===== src/rtl/bsg_fifo_rolly_replay_tx.sv =====
// Read-side controller for a rolly FIFO: streams windows of beats onto a link, then waits for
// a remote ack (release window) or nack/timeout (roll the FIFO back and replay the window).
module bsg_fifo_rolly_replay_tx #(
  parameter int unsigned width_p       = 8,
  parameter int unsigned window_p      = 8,
  parameter int unsigned timeout_p     = 255,
  parameter int unsigned max_retries_p = 3
) (
  input  logic               clk_i,
  input  logic               reset_n_i,
  input  logic [width_p-1:0] fifo_data_i,
  input  logic               fifo_v_i,
  output logic               fifo_yumi_o,
  output logic               fifo_rollback_v_o,
  output logic               fifo_ack_v_o,
  output logic [width_p-1:0] link_data_o,
  output logic               link_v_o,
  input  logic               link_ready_i,
  output logic               link_replay_o,
  input  logic               resp_v_i,
  input  logic               resp_ack_i,
  output logic               error_o
);

  localparam int unsigned SentW  = $clog2(window_p + 1);
  localparam int unsigned TimerW = $clog2(timeout_p + 1);
  localparam int unsigned RetryW = $clog2(max_retries_p + 2);

  localparam logic [SentW-1:0]  WindowFull  = SentW'(window_p);
  localparam logic [TimerW-1:0] TimeoutLast = TimerW'(timeout_p - 1);
  localparam logic [RetryW-1:0] RetryMax    = RetryW'(max_retries_p);

  typedef enum logic [2:0] {StSend, StWait, StAck, StRollback, StHalt} state_e;

  state_e             state_q, state_d;
  logic [SentW-1:0]   sent_cnt_q, sent_cnt_d;
  logic [TimerW-1:0]  timer_q, timer_d;
  logic [RetryW-1:0]  retry_cnt_q, retry_cnt_d;
  logic               error_q, error_d;

  logic               link_v;
  logic               yumi;
  logic               nack;
  logic [SentW-1:0]   sent_inc;

  assign sent_inc = sent_cnt_q + SentW'(1);

  always_comb begin
    state_d     = state_q;
    sent_cnt_d  = sent_cnt_q;
    timer_d     = timer_q;
    retry_cnt_d = retry_cnt_q;
    error_d     = error_q;
    link_v      = 1'b0;
    yumi        = 1'b0;
    nack        = 1'b0;

    unique case (state_q)
      StSend: begin
        link_v = fifo_v_i & (sent_cnt_q < WindowFull);
        yumi   = link_v & link_ready_i;
        if (yumi) begin
          sent_cnt_d = sent_inc;
          if (sent_inc == WindowFull) state_d = StWait;
        end else if (!fifo_v_i && (sent_cnt_q != '0)) begin
          // FIFO ran dry mid-window: close the partial window
          state_d = StWait;
        end
      end
      StWait: begin
        timer_d = timer_q + TimerW'(1);
        if (resp_v_i) begin
          if (resp_ack_i) state_d = StAck;
          else            nack    = 1'b1;
        end else if (timer_q == TimeoutLast) begin
          nack = 1'b1;
        end
        if (nack) begin
          if (retry_cnt_q == RetryMax) begin
            state_d = StHalt;
            error_d = 1'b1;
          end else begin
            retry_cnt_d = retry_cnt_q + RetryW'(1);
            state_d     = StRollback;
          end
        end
      end
      StAck: begin
        sent_cnt_d  = '0;
        timer_d     = '0;
        retry_cnt_d = '0;
        state_d     = StSend;
      end
      StRollback: begin
        sent_cnt_d = '0;
        timer_d    = '0;
        state_d    = StSend;
      end
      StHalt: begin
        state_d = StHalt;
      end
      default: begin
        state_d = StSend;
      end
    endcase
  end

  always_ff @(posedge clk_i or negedge reset_n_i) begin
    if (!reset_n_i) begin
      state_q     <= StSend;
      sent_cnt_q  <= '0;
      timer_q     <= '0;
      retry_cnt_q <= '0;
      error_q     <= 1'b0;
    end else begin
      state_q     <= state_d;
      sent_cnt_q  <= sent_cnt_d;
      timer_q     <= timer_d;
      retry_cnt_q <= retry_cnt_d;
      error_q     <= error_d;
    end
  end

  // Handshake outputs are held low combinationally while reset is asserted
  assign link_v_o          = link_v & reset_n_i;
  assign fifo_yumi_o       = yumi & reset_n_i;
  assign fifo_ack_v_o      = (state_q == StAck) & reset_n_i;
  assign fifo_rollback_v_o = (state_q == StRollback) & reset_n_i;
  assign link_data_o       = fifo_data_i;
  assign link_replay_o     = (retry_cnt_q != '0) & link_v_o;
  assign error_o           = error_q;

endmodule


===== config.mk =====
export PLATFORM = sky130hd
export DESIGN_NAME = bsg_fifo_rolly_replay_tx
export DESIGN_NICKNAME = d
export VERILOG_FILES = /design/src/rtl/bsg_fifo_rolly_replay_tx.sv
export SDC_FILE = /design/constraint.sdc
export NUM_CORES = 1
export LEC_CHECK = 0
export BUFFER_PORTS_ARGS = -buffer_cell sky130_fd_sc_hd__buf_2
export CAP_MARGIN = 0
export CORE_ASPECT_RATIO = 1.25
export CORE_MARGIN = 8
export CORE_UTILIZATION = 35
export DETAILED_ROUTE_END_ITERATION = 12
export SLEW_MARGIN = 20
export SYNTH_ARGS = -nofsm -noshare
export SYNTH_HDL_FRONTEND = slang
export SYNTH_SLANG_ARGS = --single-unit

===== constraint.sdc =====
create_clock -name clk_i -period 1.5 [get_ports clk_i]
set_input_delay 0.15 -clock clk_i [delete_from_list [all_inputs] [get_ports clk_i]]
set_output_delay 0.15 -clock clk_i [all_outputs]
set_load 0.01 [all_outputs]

==> results of run 1 <==
## placed cells by master (no fill, tap or decap), types with 2 or more instances in the layout
cell / n
inv_1: 9
nand4b_1: 2
buf_4: 14
nand3_1: 3
a21oi_1: 2
xor2_1: 2
and3_1: 3
dfrtp_1: 17
nand2_1: 14
o21ai_0: 13
nand4_1: 3
ha_1: 6
clkbuf_8: 3
nor2_1: 13
buf_6: 2
mux2i_1: 10
dfrtp_2: 2
buf_2: 11
## per-stage QoR
stage | hold slack (ns) | setup WS (ns) | area, sq um | total power (uW)
after floorplan | -0.146 | 0.0461 | 1230 | 1430
after global placement | -0.00984 | 0.0524 | 1340 | 1710
after detailed placement | -0.00778 | 0.0310 | 1340 | 1770
after CTS | 0.264 | -0.0397 | 1420 | 2190
after global routing | 0.290 | -0.129 | 1480 | 2470
final | 0.269 | -0.0531 | 1480 | 2270
## cells by family after synthesis
logic type      share of synthesized area [%]
xor+xnor                                 1.42
buf+inv                                  10.1
simple gates                             23.7
mux                                      8.11
compound gates                           11.0
flops                                    38.5
fa+ha+maj                                7.10
## worst paths after layout
path / endpoint / startpoint / slack (ns) / cells after the start
max in group asynchronous: state_q[1] / reset_n_i / 0.67 / 3
max reg2reg: state_q[0] / state_q[1] / 0.06 / 6
min: state_q[1] / resp_v_i / 0.27 / 3
min in group asynchronous: sent_cnt_q[2] / reset_n_i / 0.32 / 2
max: fifo_rollback_v_o / state_q[1] / -0.05 / 5
min reg2reg: error_o / error_o / 0.48 / 1
## final cells by class
cell class	count	area [sq um]	area share, %
inverters	9	33.8	2.29
clock inverters	1	5.00	0.339
repair buffers	28	193	13.1
multi-input cells	92	676	45.8
clock buffers	3	41.3	2.80
well taps	39	48.8	3.31
flip-flops and latches	19	478	32.4
## per-layer routing
metal | track usage, % | vias up | wire [um]
li1 | - | 489 | -
met4 | 3.29 | 0 | 18
met2 | 16.2 | 15 | 1240
met3 | 3.82 | 2 | 108
met5 | 0 | - | 0
met1 | 10.4 | 448 | 1230
## state kept, by name, summed over array words and instances, names as in the netlist
signal       flops
error_o          1
retry_cnt_q      3
sent_cnt_q       4
state_q          3
timer_q          8
## power breakdown
part           leakage [uW]  total (uW)  switching (uW)  internal (uW)
clock             0.0000255         368             183            185
combinational      0.000478        1110             553            559
sequential         0.000250         789             128            661
## worst reg2reg max path, stage by stage, from the launching register on
cell and delay [ns]:
dfrtp_2 0.45, buf_4 0.15, buf_6 0.12, nor3b_4 0.22
buf_6 0.14, nand3b_4 0.11, a31oi_1 0.19
## repair_timing
action / CTS / global route
pin swaps: 0 / 3
gates resized for setup: 3 / 12
hold endpoints to repair: 19 / 0
buffers inserted: 3 / 1
setup endpoints to repair: 5 / 10
hold buffers: 1 / 0
==> impl_metrics.py, run 1 <==
metrics = {
    "timing": {
        "fin_tns_setup_ns": -0.0648,
        "rsz0062_at_grt": "true",
        "finalSetupViolCount": 3,
        "tightestPinTransition_ns": 0.276,
        "fin_crit_ns": 1.55,
        "slew_violations": 0,
        "slew_headroom_pct": 81.4,
        "fin_worst_skew_ns": 0.00908,
        "max_freq_ghz": 0.644,
        "setup_slack_ns": -0.0531,
        "period_share_pct": 104,
        "hold_violations": 0,
    },
    "setup_path": {
        "cp_max_fo": 5,
        "crit_arrival_ns": 1.40,
        "slowest_delay_ns": 0.45,
        "path_cells": "buf_4 > buf_6 > nor2b_4 > and3_1 > buf_2",
        "required_ns": 1.35,
        "cp-end-kind": "output pin",
        "crit_family": "flip-flops",
        "path_class": "reg2out",
        "cp.buffers_inverters": 3,
        "worst_path_max_delay_cell": "dfrtp_2",
        "startpoint_type": "flop",
    },
    "detailed_routing": {
        "routedWlPerCell_um": 13.6,
        "wirelength_um": 2590,
        "ant_nets": 0,
        "viasPerCell": 4.99,
        "drc": 0,
        "vias": 954,
        "drt-initial-drc-count": 28,
        "dr.pass1.iters": 4,
    },
    "logic_synthesis": {
        "syn_nets": 153,
        "synth_common_cells": "dfrtp_1, nand2_1, o21ai_0",
        "synth.distinct_cells": 34,
        "ys_top_cells_by_area": "dfrtp_1, mux2i_1, ha_1, o21ai_0, buf_4",
        "yosys_warnings": 0,
        "synth-seq-area-share_pct": 38.5,
        "synth_cells": 132,
        "netlist_area_sq_um": 1230,
        "synthMostInstantiatedCell": "dfrtp_1",
        "synth.top_cell.area_share_pct": 38.5,
        "synth_edf_count": 0,
        "avgSynthCellArea_sq_um": 9.35,
        "synth_seq_cells": 19,
        "async_reset_ff_share_pct": 100,
        "synth_top_area_cell": "dfrtp_1",
        "synthFlopType": "dfrtp_1",
    },
    "power": {
        "power_leakage_uw": 0.000753,
        "cellPowerDensity_nw_per_um2": 1540,
        "worst_ir_drop_vdd_uv": 895,
    },
    "clock_network": {
        "clock_path_buffers": 2,
        "h-tree-depth": 1,
        "numCtsBuffers": 3,
        "cts-root-buf": "clkbuf_8",
        "clock-sinks": 19,
        "worstSkewPairLatency_ns": 0.26,
        "cts_tree": "yes",
        "clkTransAtPathRegs_ns": 0.07,
    },
    "status": {
        "status": "finished with violations",
        "violations": "setup timing",
    },
    "cells_and_area": {
        "antennaDiodeCount": 0,
        "fin_util_pct": 43.1,
        "fillers": 350,
        "area_growth_pct": 19.6,
        "final_cells": 191,
        "nNetsFinal": 174,
        "drive_above_1_share_pct": 28.9,
    },
    "floorplanning": {
        "row_count": 24,
        "coreArea_sq_um": 3420,
        "die-area_sq_um": 5690,
        "io_pins": 28,
        "fp.dieW_um": 69.1,
        "die_y_um": 82.4,
        "start_util_pct": 36.0,
    },
    "run": {
        "maxCapViolCount": 0,
    },
    "global_route": {
        "grt_pass1_wl_um": 4420,
        "gr-total-overflow": 0,
        "grt.total_usage_pct": 9.40,
        "grt_max_degree": 16,
        "grt_pass1_vias": 1018,
        "antenna_found_initial": 0,
    },
    "placement": {
        "dp_hpwl_um": 1910,
        "gp_congestion": 0.774,
        "io_buffers": 11,
        "placed_cells": 182,
    },
    "min_path": {
        "hold_path_class": "in2reg",
    },
}
(Power assumes the default switching activity.)
==> run 2: changes to the inputs <==
==> constraint.sdc (replaced) <==
create_clock -name clk_i -period 1.6 [get_ports clk_i]
set_input_delay 0.16 -clock clk_i [delete_from_list [all_inputs] [get_ports clk_i]]
set_output_delay 0.16 -clock clk_i [all_outputs]
set_load 0.01 [all_outputs]
==> run 2 against run 1 <==
The run now ends clean. Flip-flop and latch count unchanged. Global-route usage decreased by 0.40 points. Critical path depth unchanged. Sequential share of layout area increased by 1.8 points. Worst hold slack improved by 0.013 ns. Via count decreased by 1.9%. Largest cell class unchanged. Non-clock buffer count decreased by 6.
==> impl_metrics.py, run 2 (synthesis results as in run 1) <==
metrics = {
    "timing": {
        "fin_worst_skew_ns": 0.00303,
        "slew_violations": 0,
        "hold_violations": 0,
        "tightestPinTransition_ns": 0.278,
        "setup_slack_ns": 0.0507,
        "fin_crit_ns": 1.55,
        "max_freq_ghz": 0.645,
        "finalSetupViolCount": 0,
        "rsz0062_at_grt": "true",
        "period_share_pct": 96.8,
        "slew_headroom_pct": 81.5,
    },
    "floorplanning": {
        "row_count": 24,
        "io_pins": 28,
        "die_y_um": 82.4,
        "die-area_sq_um": 5690,
        "coreArea_sq_um": 3420,
        "start_util_pct": 36.0,
        "fp.dieW_um": 69.1,
    },
    "setup_path": {
        "cp_max_fo": 7,
        "required_ns": 1.44,
        "startpoint_type": "flop",
        "path_class": "reg2out",
        "worst_path_max_delay_cell": "dfrtp_2",
        "path_cells": "nor3_4 > nand4b_1 > inv_1 > and2_1 > buf_2",
        "slowest_delay_ns": 0.47,
        "cp-end-kind": "output pin",
        "crit_arrival_ns": 1.39,
    },
    "cells_and_area": {
        "final_common_cell": "dfrtp_1",
        "reg_top3": "timer_q (8), sent_cnt_q (4)",
        "final_cell_mix": "dfrtp_1, nand2_1, o21ai_0",
        "fin_util_pct": 40.9,
        "regMostFlops": "timer_q",
        "fillers": 351,
        "largest_reg_flops": 8,
        "nNetsFinal": 168,
        "fin_area_sq_um": 1400,
        "drive_above_1_share_pct": 24.0,
        "antennaDiodeCount": 0,
        "final_cells": 185,
        "area_growth_pct": 13.4,
    },
    "status": {
        "status": "finished, final reports clean",
    },
    "clock_network": {
        "cts_tree": "yes",
        "clkTransAtPathRegs_ns": 0.07,
        "cts-root-buf": "clkbuf_8",
        "clock-sinks": 19,
        "numCtsBuffers": 3,
        "h-tree-depth": 1,
        "clock_path_buffers": 2,
        "worstSkewPairLatency_ns": 0.25,
    },
    "detailed_routing": {
        "viasPerCell": 5.06,
        "drt-initial-drc-count": 57,
        "vias": 936,
        "wirelength_um": 2410,
        "drc": 0,
        "routedWlPerCell_um": 13.0,
        "dr.pass1.iters": 4,
        "ant_nets": 0,
    },
    "global_route": {
        "grt_pass1_wl_um": 4280,
        "grt.total_usage_pct": 9.00,
        "grt_max_degree": 15,
        "grt_pass1_vias": 974,
        "antenna_found_initial": 0,
        "gr-total-overflow": 0,
    },
    "placement": {
        "dp_hpwl_um": 1960,
        "placed_cells": 179,
        "gp_congestion": 0.768,
        "post-place-ws_ns": 0.0881,
        "io_buffers": 11,
        "dpl_cell_area_sq_um": 1310,
    },
    "min_path": {
        "hold_path_class": "in2reg",
    },
    "run": {
        "maxCapViolCount": 0,
    },
    "power": {
        "worst_ir_drop_vdd_uv": 813,
        "cellPowerDensity_nw_per_um2": 1400,
        "p_total_uw": 1960,
        "power_leakage_uw": 0.000714,
    },
}
[run 2: critical path, delay by kind of cell (launching register included)]
kind | cells | cell delay, ns
flops | 1 | 0.47
simple gates | 3 | 0.46
buf+inv | 2 | 0.21
[run 2: layout make-up]
cell class              instances  area (sq um)  share of cell area, %
clock buffers                   3          41.3                   2.95
clock inverters                 1          5.00                  0.358
inverters                       9          33.8                   2.42
multi-input cells              92           652                   46.6
flip-flops and latches         19           478                   34.2
well taps                      39          48.8                   3.49
repair buffers                 22           140                   10.0
[run 2: metal layers]
layer / share of wire, % / GRT usage (%) / vias up
met5: 0 / 0 / -
met4: 0 / 2.05 / 0
met3: 5.2 / 3.23 / 0
met2: 50 / 16.2 / 25
met1: 45 / 10.1 / 438
li1: - / - / 473
[run 2: where the power goes]
group | internal, uW | switching, uW | total [uW] | leakage, uW
combinational | 417 | 426 | 842 | 0.000439
clock | 173 | 161 | 334 | 0.0000255
sequential | 620 | 159 | 779 | 0.000250
total | 1210 | 746 | 1960 | 0.000714
[run 2: path summary, 6_finish.rpt]
| check | start | to | slack (ns) | cells past startpoint |
|---|---|---|---|---|
| worst max-delay path | state_q[2] | fifo_yumi_o | 0.05 | 5 |
| worst min-delay path | resp_v_i | state_q[0] | 0.28 | 3 |
| worst max register to register | sent_cnt_q[1] | state_q[0] | 0.09 | 5 |
| worst min register to register | error_o | error_o | 0.49 | 1 |
| max in group asynchronous | reset_n_i | state_q[1] | 1.04 | 3 |
| min in group asynchronous | reset_n_i | error_o | 0.41 | 3 |
[run 2: what timing repair did]
item | CTS | global route
pin swaps | 0 | 3
gates resized for setup | 3 | 3
setup buffers | 0 | 1
hold endpoints to repair | 19 | 0
endpoints found under the setup margin | 3 | 4
hold buffers | 1 | 0
[run 2: stage by stage]
step / hold slack, ns / TNS (ns)
after floorplan: -0.136 / 0
after global placement: 0.154 / 0
after detailed placement: 0.162 / 0
after CTS: 0.274 / 0
after global routing: 0.313 / -0.0318
final: 0.283 / 0
==> run 3: changes to the inputs <==
--- a/config.mk
+++ b/config.mk
@@ -5,12 +5,14 @@
 export SDC_FILE = /design/constraint.sdc
 export NUM_CORES = 1
 export LEC_CHECK = 0
+export ABC_CLOCK_PERIOD_IN_PS = 1600
 export BUFFER_PORTS_ARGS = -buffer_cell sky130_fd_sc_hd__buf_2
 export CAP_MARGIN = 0
 export CORE_ASPECT_RATIO = 1.25
-export CORE_MARGIN = 8
+export CORE_MARGIN = 2
 export CORE_UTILIZATION = 35
 export DETAILED_ROUTE_END_ITERATION = 12
+export REMOVE_ABC_BUFFERS = 1
 export SLEW_MARGIN = 20
 export SYNTH_ARGS = -nofsm -noshare
 export SYNTH_HDL_FRONTEND = slang
==> run 3 against run 2 <==
Die area shrank 29%. Non-clock buffer count grew 3. First-iteration DRC count shrank 70%. Via count grew 5.1%. Clock power is essentially flat. Clock-buffer cell count grew 1. Fmax grew 0.21%. Flip-flop and latch count is the same. Register-to-register slack is essentially flat. Design area grew 1.7%. Critical endpoint unchanged. Largest cell class unchanged.
==> impl_metrics.py, run 3 (synthesis results as in run 1) <==
metrics = {
    "status": {
        "status": "finished, final reports clean",
    },
    "cells_and_area": {
        "final_cell_mix": "dfrtp_1, nand2_1, o21ai_0",
        "regArea_sq_um": 479,
        "reg_top3": "timer_q (8), sent_cnt_q (4)",
        "final_common_cell": "dfrtp_1",
        "drive_above_1_share_pct": 24.8,
        "multi_input_area_sq_um": 651,
        "fin_area_sq_um": 1420,
        "fillers": 364,
        "antennaDiodeCount": 0,
        "area_growth_pct": 15.3,
        "fin_util_pct": 41.6,
        "nNetsFinal": 171,
        "largest_reg_flops": 8,
        "regMostFlops": "timer_q",
    },
    "global_route": {
        "grt_pass1_wl_um": 4420,
        "grt_pass1_vias": 1025,
        "grt.total_usage_pct": 13.6,
        "gr-total-overflow": 0,
        "grt_max_degree": 15,
        "antenna_found_initial": 0,
    },
    "clock_network": {
        "clock-sinks": 19,
        "cts-root-buf": "clkbuf_8",
        "numCtsBuffers": 3,
        "clkTransAtPathRegs_ns": 0.07,
        "clock_path_buffers": 2,
        "h-tree-depth": 1,
        "cts_tree": "yes",
        "worstSkewPairLatency_ns": 0.26,
    },
    "floorplanning": {
        "row_count": 24,
        "fp.dieW_um": 57.1,
        "die_y_um": 70.4,
        "start_util_pct": 36.0,
        "die-area_sq_um": 4020,
        "coreArea_sq_um": 3420,
        "io_pins": 28,
    },
    "timing": {
        "fin_tns_setup_ns": 0,
        "finalSetupViolCount": 0,
        "max_freq_ghz": 0.647,
        "slew_violations": 0,
        "fin_crit_ns": 1.55,
        "rsz0062_at_grt": "true",
        "whs_ns": 0.259,
        "tightestPinTransition_ns": 0.409,
        "hold_violations": 0,
        "slew_headroom_pct": 72.6,
        "fin_worst_skew_ns": 0.00336,
        "period_share_pct": 96.6,
    },
    "power": {
        "p_total_uw": 2020,
        "cellPowerDensity_nw_per_um2": 1420,
        "worst_ir_drop_vdd_uv": 740,
        "power_leakage_uw": 0.000726,
    },
    "setup_path": {
        "cp-end-kind": "output pin",
        "rrSetupSlack_ns": 0.10,
        "ff2ff_path_depth": 5,
        "required_ns": 1.44,
        "startpoint_type": "flop",
        "crit_family": "simple AND/OR/NAND/NOR gates",
        "path_cells": "nor3_4 > nand4b_1 > inv_1 > and2_1 > buf_2",
        "slowest_delay_ns": 0.46,
        "timing.rr.start": "state_q[1]",
        "cp.buffers_inverters": 2,
        "worst_path_max_delay_cell": "dfrtp_2",
        "path_class": "reg2out",
        "crit_arrival_ns": 1.39,
        "crit-reg2reg-capture": "timer_q[4]",
        "cp_max_fo": 6,
    },
    "min_path": {
        "whs_path_depth": 3,
        "hold_path_class": "in2reg",
        "min_to": "state_q[0]",
        "hp-start": "resp_v_i",
    },
    "detailed_routing": {
        "dr.pass1.iters": 5,
        "routedWlPerCell_um": 13.2,
        "drt-initial-drc-count": 17,
        "drc": 0,
        "viasPerCell": 5.23,
        "ant_nets": 0,
        "vias": 984,
        "wirelength_um": 2480,
    },
    "placement": {
        "io_buffers": 11,
        "dp_hpwl_um": 1900,
        "gp_congestion": 0.793,
        "dpl_cell_area_sq_um": 1300,
    },
    "run": {
        "maxCapViolCount": 0,
    },
}
-- run 3: changes by cell type in the layout (fill, tap and decap cells not counted), sizes merged --
cell         before  now
buf              21   23
clkbuf            3    4
clkinv            1    0
dlygate4sd3       1    2
-- run 3: cell type report --
| type | instances | area share, % |
|---|---|---|
| Clock buffer | 4 | 3.17 |
| Inverter | 9 | 2.37 |
| Multi-Input combinational cell | 92 | 45.7 |
| Sequential cell | 19 | 33.7 |
| Tap cell | 39 | 3.43 |
| Timing Repair Buffer | 25 | 11.6 |
-- run 3: layer usage --
| layer | up-vias | track usage (%) | share of wire (%) |
|---|---|---|---|
| li1 | 481 | - | - |
| met5 | - | 0 | 0 |
| met1 | 474 | 15.3 | 41 |
| met2 | 24 | 23.9 | 54 |
| met3 | 5 | 2.96 | 3.2 |
| met4 | 0 | 6.20 | 1.8 |
-- run 3: repair_timing --
item                                    4_1_cts  5_1_grt
pin swaps                                     0        4
setup buffers                                 0        5
endpoints found under the setup margin        2        4
cloned                                        0        0
endpoints found under the hold margin         8        0
resized for setup                             2        5
hold buffers                                  2        0
-- run 3: tightest hold or removal path, stage by stage --
cell,delay [ns]
buf_2,0.13
or4_1,0.12
a31oi_1,0.07
-- run 3: how the worst max path moves through the flow --
stage | startpoint | endpoint | depth (start not counted)
3_5_place_dp | sent_cnt_q[1] | state_q[0] | 5
5_1_grt | state_q[1] | fifo_yumi_o | 5
3_3_place_gp | sent_cnt_q[1] | state_q[0] | 5
4_1_cts | state_q[0] | fifo_yumi_o | 5
2_1_floorplan | sent_cnt_q[0] | state_q[0] | 5
6_report | state_q[1] | fifo_yumi_o | 5
-- run 3: report_power, final --
group          leakage, uW  total [uW]  internal (uW)  switching (uW)
logic             0.000455         914            448             466
clock network    0.0000228         335            177             158
registers         0.000249         776            623             153
total             0.000726        2020           1250             776
-- run 3: metrics by stage --
| stage | setup slack, ns | std cells |
|---|---|---|
| detailed placement | 0.0655 | 177 |
| CTS | 0.0203 | 183 |
| global route | -0.0240 | 188 |
| floorplan | 0.146 | 120 |
| finish | 0.0539 | 188 |
| global placement | 0.122 | 177 |
